===== src/rtl/foursprite_pixel_sched_if.sv =====
// Shared sprite ROM port.
//   rom_addr : {sprite_id[1:0], row[3:0], col[3:0]}
//   rom_en   : read request, one cycle
//   rom_data : palette index, valid the cycle after rom_en
// master = scheduler side, slave = ROM side.
interface foursprite_pixel_sched_if;
    logic [9:0] rom_addr;
    logic       rom_en;
    logic [3:0] rom_data;

    modport master (output rom_addr, rom_en, input rom_data);
    modport slave  (input rom_addr, rom_en, output rom_data);
endinterface


===== src/rtl/foursprite_pixel_sched.sv =====
// Four-sprite pixel scheduler: for one pixel, find which enabled sprites
// cover it, fetch their ROM texels in fixed priority order (sprite 0 first)
// and return the first opaque (nonzero) palette index, or background.
//   Clk, Reset_n         : clock, synchronous active-low reset
//   pix_start            : one-cycle request to resolve draw_x/draw_y
//   draw_x, draw_y       : pixel coordinate
//   spr_x, spr_y, spr_en : packed sprite corners (10 bits each) and enables
//   rom                  : shared sprite ROM port (master)
//   pal_index, pix_sprite, bg : result, held until the next result
//   pix_valid            : one-cycle result strobe
//   busy, overrun        : not idle / sticky "start while busy"
module foursprite_pixel_sched #(
    parameter int SPR_SIZE = 16
) (
    input  logic                 Clk,
    input  logic                 Reset_n,
    input  logic                 pix_start,
    input  logic [9:0]           draw_x,
    input  logic [9:0]           draw_y,
    input  logic [39:0]          spr_x,
    input  logic [39:0]          spr_y,
    input  logic [3:0]           spr_en,
    foursprite_pixel_sched_if.master rom,
    output logic [3:0]           pal_index,
    output logic [1:0]           pix_sprite,
    output logic                 bg,
    output logic                 pix_valid,
    output logic                 busy,
    output logic                 overrun
);

    typedef enum logic [2:0] {IDLE, HIT, FETCH, WAIT, DONE} state_t;

    state_t          state;
    logic [9:0]      dx_q, dy_q;
    logic [3:0][9:0] sx_q, sy_q;
    logic [3:0]      en_q;
    logic [3:0]      mask;
    logic [1:0]      cur;

    logic [3:0]      hit_c;
    logic [3:0]      mask_clr;
    logic [3:0]      nmask;
    logic [1:0]      nk;
    logic [9:0]      addr_c;

    function automatic logic [1:0] lowest(input logic [3:0] m);
        if (m[0])      return 2'd0;
        else if (m[1]) return 2'd1;
        else if (m[2]) return 2'd2;
        else           return 2'd3;
    endfunction

    // 11-bit compares: a sprite at x=1008 still covers x=1023.
    for (genvar k = 0; k < 4; k++) begin : g_hit
        logic [10:0] px, py, lx, ly;
        assign px = {1'b0, dx_q};
        assign py = {1'b0, dy_q};
        assign lx = {1'b0, sx_q[k]};
        assign ly = {1'b0, sy_q[k]};
        assign hit_c[k] = en_q[k] &&
                          (px >= lx) && (px < lx + 11'(SPR_SIZE)) &&
                          (py >= ly) && (py < ly + 11'(SPR_SIZE));
    end

    // Next fetch target: from the fresh hit mask in HIT, or from the mask
    // with the current (transparent) sprite removed in WAIT.
    assign mask_clr = mask & ~(4'b0001 << cur);
    assign nmask    = (state == HIT) ? hit_c : mask_clr;
    assign nk       = lowest(nmask);
    assign addr_c   = {nk, 4'(dy_q - sy_q[nk]), 4'(dx_q - sx_q[nk])};

    assign busy = (state != IDLE);

    always_ff @(posedge Clk) begin
        if (!Reset_n) begin
            state        <= IDLE;
            dx_q         <= '0;
            dy_q         <= '0;
            sx_q         <= '0;
            sy_q         <= '0;
            en_q         <= '0;
            mask         <= '0;
            cur          <= '0;
            rom.rom_en   <= 1'b0;
            rom.rom_addr <= '0;
            pal_index    <= '0;
            pix_sprite   <= '0;
            bg           <= 1'b1;
            pix_valid    <= 1'b0;
            overrun      <= 1'b0;
        end else begin
            pix_valid <= 1'b0;
            if (pix_start && state != IDLE)
                overrun <= 1'b1;

            case (state)
                IDLE: if (pix_start) begin
                    dx_q  <= draw_x;
                    dy_q  <= draw_y;
                    sx_q  <= spr_x;
                    sy_q  <= spr_y;
                    en_q  <= spr_en;
                    state <= HIT;
                end
                HIT: begin
                    mask <= hit_c;
                    if (|hit_c) begin
                        cur          <= nk;
                        rom.rom_en   <= 1'b1;
                        rom.rom_addr <= addr_c;
                        state        <= FETCH;
                    end else begin
                        pal_index  <= '0;
                        pix_sprite <= '0;
                        bg         <= 1'b1;
                        pix_valid  <= 1'b1;
                        state      <= DONE;
                    end
                end
                FETCH: begin
                    rom.rom_en <= 1'b0;
                    state      <= WAIT;
                end
                WAIT: begin
                    if (rom.rom_data != 4'd0) begin
                        pal_index  <= rom.rom_data;
                        pix_sprite <= cur;
                        bg         <= 1'b0;
                        pix_valid  <= 1'b1;
                        state      <= DONE;
                    end else begin
                        mask <= mask_clr;
                        if (|mask_clr) begin
                            cur          <= nk;
                            rom.rom_en   <= 1'b1;
                            rom.rom_addr <= addr_c;
                            state        <= FETCH;
                        end else begin
                            pal_index  <= '0;
                            pix_sprite <= '0;
                            bg         <= 1'b1;
                            pix_valid  <= 1'b1;
                            state      <= DONE;
                        end
                    end
                end
                DONE:    state <= IDLE;
                default: state <= IDLE;
            endcase
        end
    end

endmodule

===== src/flat_wrapper.sv =====
// flat-port wrapper written by rule: the top's interface ports become plain ports
module foursprite_pixel_sched_flat 
#(
    parameter int SPR_SIZE = 16
)
  (Clk, Reset_n, pix_start, draw_x, draw_y, spr_x, spr_y, spr_en, pal_index, pix_sprite, bg, pix_valid, busy, overrun, rom_rom_addr, rom_rom_en, rom_rom_data);
  foursprite_pixel_sched_if rom_i ();
  input  logic Clk;
  input  logic Reset_n;
  input  logic pix_start;
  input  logic [9:0] draw_x;
  input  logic [9:0] draw_y;
  input  logic [39:0] spr_x;
  input  logic [39:0] spr_y;
  input  logic [3:0] spr_en;
  output logic [3:0] pal_index;
  output logic [1:0] pix_sprite;
  output logic bg;
  output logic pix_valid;
  output logic busy;
  output logic overrun;
  output wire logic [$bits(rom_i.rom_addr)-1:0] rom_rom_addr;
  output wire logic [$bits(rom_i.rom_en)-1:0] rom_rom_en;
  input wire logic [$bits(rom_i.rom_data)-1:0] rom_rom_data;
  assign rom_rom_addr = rom_i.rom_addr;
  assign rom_rom_en = rom_i.rom_en;
  assign rom_i.rom_data = rom_rom_data;
  foursprite_pixel_sched #(.SPR_SIZE(SPR_SIZE)) u_core (.Clk(Clk), .Reset_n(Reset_n), .pix_start(pix_start), .draw_x(draw_x), .draw_y(draw_y), .spr_x(spr_x), .spr_y(spr_y), .spr_en(spr_en), .rom(rom_i), .pal_index(pal_index), .pix_sprite(pix_sprite), .bg(bg), .pix_valid(pix_valid), .busy(busy), .overrun(overrun));
endmodule

===== config.mk =====
export PLATFORM = sky130hd
export DESIGN_NAME = foursprite_pixel_sched_flat
export DESIGN_NICKNAME = d
export VERILOG_FILES = /design/src/rtl/foursprite_pixel_sched_if.sv /design/src/rtl/foursprite_pixel_sched.sv /design/src/flat_wrapper.sv
export SDC_FILE = /design/constraint.sdc
export NUM_CORES = 1
export LEC_CHECK = 0
export CELL_PAD_IN_SITES_DETAIL_PLACEMENT = 0
export CELL_PAD_IN_SITES_GLOBAL_PLACEMENT = 1
export CORE_ASPECT_RATIO = 1.2
export CORE_MARGIN = 2
export CORE_UTILIZATION = 35
export CTS_CLUSTER_SIZE = 28
export DETAILED_ROUTE_END_ITERATION = 10
export GPL_ROUTABILITY_DRIVEN = 0
export PLACE_DENSITY = 0.74
export SYNTH_ARGS = -nofsm -noshare
export SYNTH_HDL_FRONTEND = slang
export SYNTH_SLANG_ARGS = --single-unit

===== constraint.sdc =====
create_clock -name Clk -period 12 [get_ports Clk]
set_input_delay 2.4 -clock Clk [delete_from_list [all_inputs] [get_ports Clk]]
set_output_delay 2.4 -clock Clk [all_outputs]
set_load 0.02 [all_outputs]

==> out/metrics.json <==
{
  "outcome": {"value": "complete, no violations"},
  "cts_hold_repair.buffers": {"value": 0},
  "die-width": {"value": 151, "unit": "µm"},
  "synth-async-reset-ratio": {"value": 0, "unit": "%"},
  "cellPowerDensity": {"value": 137, "unit": "nW/µm²"},
  "timing.critical_path.slowest_stage_cell": {"value": "sky130_fd_sc_hd__a41oi_1"},
  "cts_num_sinks": {"value": 131},
  "end_kind": {"value": "flip-flop"},
  "grt_pass1_vias": {"value": 8390},
  "dr_total_vias": {"value": 8332},
  "drt-wirelength-per-cell": {"value": 16.3, "unit": "µm"},
  "worstRegToRegCells": {"value": 19},
  "number_of_unique_standard_cell_types_used_by_synthesis": {"value": 72},
  "ys.warnings.count": {"value": 0},
  "setup_ws": {"value": 6.89, "unit": "ns"},
  "fmax": {"value": 0.196, "unit": "GHz"},
  "grt_setup_unrepaired": {"value": "false"},
  "fin_hold_ws": {"value": 0.455, "unit": "ns"},
  "mappedNetlistNets": {"value": 1419},
  "cp-endpoint": {"value": "u_core.rom.rom_addr[7]"},
  "synth_seq_cells": {"value": 131},
  "detail_route.wirelength": {"value": 26300, "unit": "µm"},
  "wire_length_of_the_first_global_routing_pass": {"value": 42700, "unit": "µm"},
  "postCtsSetupRepairBufs": {"value": 0},
  "worst-path-stages": {"value": 19},
  "slew_viol_final": {"value": 0},
  "initialDrtViolationCount": {"value": 409},
  "worstReg2RegStart": {"value": "u_core.g_hit[0].ly[4]"},
  "maxSlewHeadroom": {"value": 19.7, "unit": "%"},
  "transition_at_the_pin_with_the_smallest_max_transition_slack": {"value": 1.19, "unit": "ns"},
  "initial_core_util": {"value": 35.5, "unit": "%"},
  "postCtsResizedCells": {"value": 0},
  "yosys.area.top_type": {"value": "sky130_fd_sc_hd__dfxtp_1"},
  "dpl_worst_slack": {"value": 6.85, "unit": "ns"},
  "clock-root-buffer": {"value": "sky130_fd_sc_hd__clkbuf_16"},
  "hold_viol": {"value": 0},
  "synthToLayoutAreaGrowth": {"value": 24.5, "unit": "%"},
  "drc_violations_left": {"value": 0},
  "setup.worst_path.start_class": {"value": "flip-flop"},
  "boundaryPins": {"value": 132},
  "cts-htree-levels": {"value": 4},
  "synth_area_per_cell": {"value": 7.77, "unit": "µm²"},
  "critical-path-top-delay-family": {"value": "compound AO/OA/AOI/OAI gates"},
  "critPathMaxFanout": {"value": 13},
  "final_antenna_net_count": {"value": 0},
  "die-height": {"value": 180, "unit": "µm"},
  "worstPathArrival": {"value": 5.47, "unit": "ns"},
  "port_buffers": {"value": 131},
  "grt_usage": {"value": 20.0, "unit": "%"},
  "pin_count_of_the_biggest_net_entering_global_routing": {"value": 105},
  "fraction_of_layout_instances_using_a_drive_strength_above_1": {"value": 3.89, "unit": "%"},
  "crit_path_frequent_cell": {"value": "sky130_fd_sc_hd__ha_1"},
  "clk_latency": {"value": 0.43, "unit": "ns"},
  "rr_endpoint": {"value": "u_core.rom.rom_addr[7]"},
  "max-vdd-ir-drop": {"value": 95.3, "unit": "µV"},
  "avgViaCountPerCell": {"value": 5.16},
  "coreArea": {"value": 25500, "unit": "µm²"},
  "min-delay-path-class": {"value": "reg2reg"},
  "clock_pin_slew_worst_setup_and_hold_paths": {"value": 0.06, "unit": "ns"},
  "criticalPathCategory": {"value": "reg2reg"},
  "tritoncts.num_buffers": {"value": 17},
  "count_of_inserted_antenna_diode_cells": {"value": 0},
  "leakagePower": {"value": 4.40, "unit": "nW"},
  "grt.overflow.total": {"value": 0},
  "final_skew": {"value": 0.0156, "unit": "ns"},
  "cp_cell_sequence": {"value": "ha_1 -> nand3_1 -> xnor2_1 -> ha_1 -> nand2_1 -> or3_1 -> o32a_2 -> a41oi_1 -> o21ai_2 -> a22o_1 -> ha_1 -> nor2b_1 -> o21ai_0 -> nand2b_1 -> xnor2_1 -> nand2_1 -> a2111o_1 -> a21oi_1 -> nand3b_1"},
  "dpl.hpwl": {"value": 20200, "unit": "µm"},
  "timing.final.crit_period": {"value": 5.11, "unit": "ns"},
  "layout.core_utilization": {"value": 44.2, "unit": "%"},
  "synth_top_cells_by_area": {"value": "sky130_fd_sc_hd__dfxtp_1 29%, sky130_fd_sc_hd__ha_1 20%, sky130_fd_sc_hd__nand2_1 9.8%"},
  "synthesis.instances": {"value": 1164},
  "antenna_found_initial": {"value": 0},
  "synth_top_cell_area_share": {"value": 29.0, "unit": "%"},
  "seq_area_frac_synth": {"value": 29.0, "unit": "%"},
  "dp_cells": {"value": 1583},
  "number_of_buffers_on_the_longest_clock_path": {"value": 2},
  "syn-cell-area": {"value": 9050, "unit": "µm²"},
  "critPathLaunch": {"value": "u_core.g_hit[0].ly[4]"},
  "totalNegativeSetupSlack": {"value": 0, "unit": "ns"},
  "floorplan.die_area": {"value": 27200, "unit": "µm²"},
  "first_pass_iters": {"value": 5},
  "critPathBufInv": {"value": 0},
  "worst_path_largest_cell_delay": {"value": 0.96, "unit": "ns"},
  "setup_viol": {"value": 0},
  "fillers": {"value": 2631},
  "synth_top_flop_cell": {"value": "sky130_fd_sc_hd__dfxtp_1"},
  "synth-edff-count": {"value": 0},
  "reg2reg_setup_slack": {"value": 6.89, "unit": "ns"},
  "placement_rows": {"value": 64},
  "drv_cap": {"value": 0},
  "finish.net_count": {"value": 1527},
  "final_min_period_over_clock_period": {"value": 42.6, "unit": "%"},
  "worst_ep_required_time": {"value": 12.36, "unit": "ns"},
  "tritoncts": {"value": "yes"},
  "count_of_placed_standard_cells_in_the_final_layout_fillers_left_out": {"value": 1614}
}
## cells in the mapped netlist, types with 8 or more instances
master                     count
sky130_fd_sc_hd__a211oi_1     16
sky130_fd_sc_hd__a21o_1        8
sky130_fd_sc_hd__a21oi_1     140
sky130_fd_sc_hd__a22oi_1      10
sky130_fd_sc_hd__a31oi_1       9
sky130_fd_sc_hd__clkbuf_1     37
sky130_fd_sc_hd__dfxtp_1     131
sky130_fd_sc_hd__ha_1        142
sky130_fd_sc_hd__inv_1       102
sky130_fd_sc_hd__nand2_1     236
sky130_fd_sc_hd__nand2b_1     14
sky130_fd_sc_hd__nand3_1      40
sky130_fd_sc_hd__nand4_1      10
sky130_fd_sc_hd__nor2_1       37
sky130_fd_sc_hd__nor2b_1      12
sky130_fd_sc_hd__nor3_1       24
sky130_fd_sc_hd__o211ai_1      8
sky130_fd_sc_hd__o21ai_0      36
sky130_fd_sc_hd__o22ai_1      10
sky130_fd_sc_hd__xnor2_1      36
## routing by layer
| layer | GRT usage [%] | vias up | part of all wire [%] |
|---|---|---|---|
| li1 | - | 4287 | - |
| met1 | 23.8 | 3853 | 44 |
| met2 | 36.0 | 148 | 50 |
| met3 | 2.91 | 44 | 2.8 |
| met4 | 7.36 | 0 | 2.7 |
| met5 | 0 | - | 0 |
## tightest hold or removal path, stage by stage (launching register included)
cell and delay (ns):
sky130_fd_sc_hd__dfxtp_1 0.31, sky130_fd_sc_hd__nand2_1 0.05, sky130_fd_sc_hd__a21oi_1 0.05
## how the worst min path moves through the flow
stage	start	depth (start not counted)	end
after detailed placement	u_core.g_hit[0].lx[2]	2	u_core.g_hit[0].lx[2]
after global placement	u_core.g_hit[0].ly[8]	2	u_core.g_hit[0].ly[8]
after floorplan	u_core.dx_q[0]	2	u_core.dx_q[0]
after global routing	u_core.g_hit[0].lx[1]	2	u_core.g_hit[0].lx[1]
final	u_core.g_hit[1].ly[3]	2	u_core.g_hit[1].ly[3]
after CTS	u_core.g_hit[0].lx[2]	2	u_core.g_hit[0].lx[2]
## layout by cell type (no fill, tap or decap), types with 36 or more instances in the layout
cell type	netlist	final
sky130_fd_sc_hd__nor2_1	37	37
sky130_fd_sc_hd__clkdlybuf4s50_1	0	131
sky130_fd_sc_hd__o21ai_0	36	36
sky130_fd_sc_hd__ha_1	142	142
sky130_fd_sc_hd__a21oi_1	140	140
sky130_fd_sc_hd__nand2_1	236	235
sky130_fd_sc_hd__inv_1	102	102
sky130_fd_sc_hd__xnor2_1	36	36
sky130_fd_sc_hd__nand3_1	40	40
sky130_fd_sc_hd__dfxtp_1	131	131
## through the flow
stage	power [mW]	cell area, µm²
after floorplan	0.826	9050
after global placement	0.971	10600
after detailed placement	0.977	10600
after CTS	1.56	11300
after global routing	1.64	11300
final	1.54	11300
## power by group
| group | internal, mW | total, mW | switching (mW) |
|---|---|---|---|
| Clock | 0.369 | 0.578 | 0.209 |
| Combinational | 0.202 | 0.441 | 0.239 |
| Sequential | 0.471 | 0.525 | 0.0546 |
| Total | 1.04 | 1.54 | 0.503 |
## flip-flops by register name, indices dropped and copies added, names as in the netlist
name,flops
u_core.pal_index,4
u_core.mask,4
u_core.pix_valid,1
u_core.rom.rom_addr,10
u_core.pix_sprite,2
u_core.g_hit.lx,40
u_core.en_q,4
u_core.rom.rom_en,1
u_core.state,3
u_core.dx_q,10
u_core.g_hit.ly,40
u_core.overrun,1
u_core.dy_q,10
u_core.bg,1
## logic make-up (layout without fill, tap and decap cells)
| group | after synthesis | count (layout) | share of synthesized area, % |
|---|---|---|---|
| compound gates | 295 | 295 | 20.5 |
| xor+xnor | 36 | 36 | 3.49 |
| fa+ha+maj | 144 | 144 | 20.1 |
| buf+inv | 147 | 267 | 6.22 |
| flops | 131 | 131 | 29.0 |
| mux | 8 | 8 | 0.899 |
| simple gates | 403 | 403 | 19.8 |
## final cells by class
| cell class | instances | area, µm² | area share [%] |
|---|---|---|---|
| Multi-Input combinational cell | 886 | 5870 | 52.1 |
| Sequential cell | 131 | 2620 | 23.3 |
| Timing Repair Buffer | 133 | 1330 | 11.8 |
| Clock buffer | 19 | 433 | 3.85 |
| Tap cell | 330 | 413 | 3.67 |
| Inverter | 103 | 388 | 3.45 |
| Clock inverter | 12 | 205 | 1.82 |
Note: power is estimated with default switching activity, not from simulation.
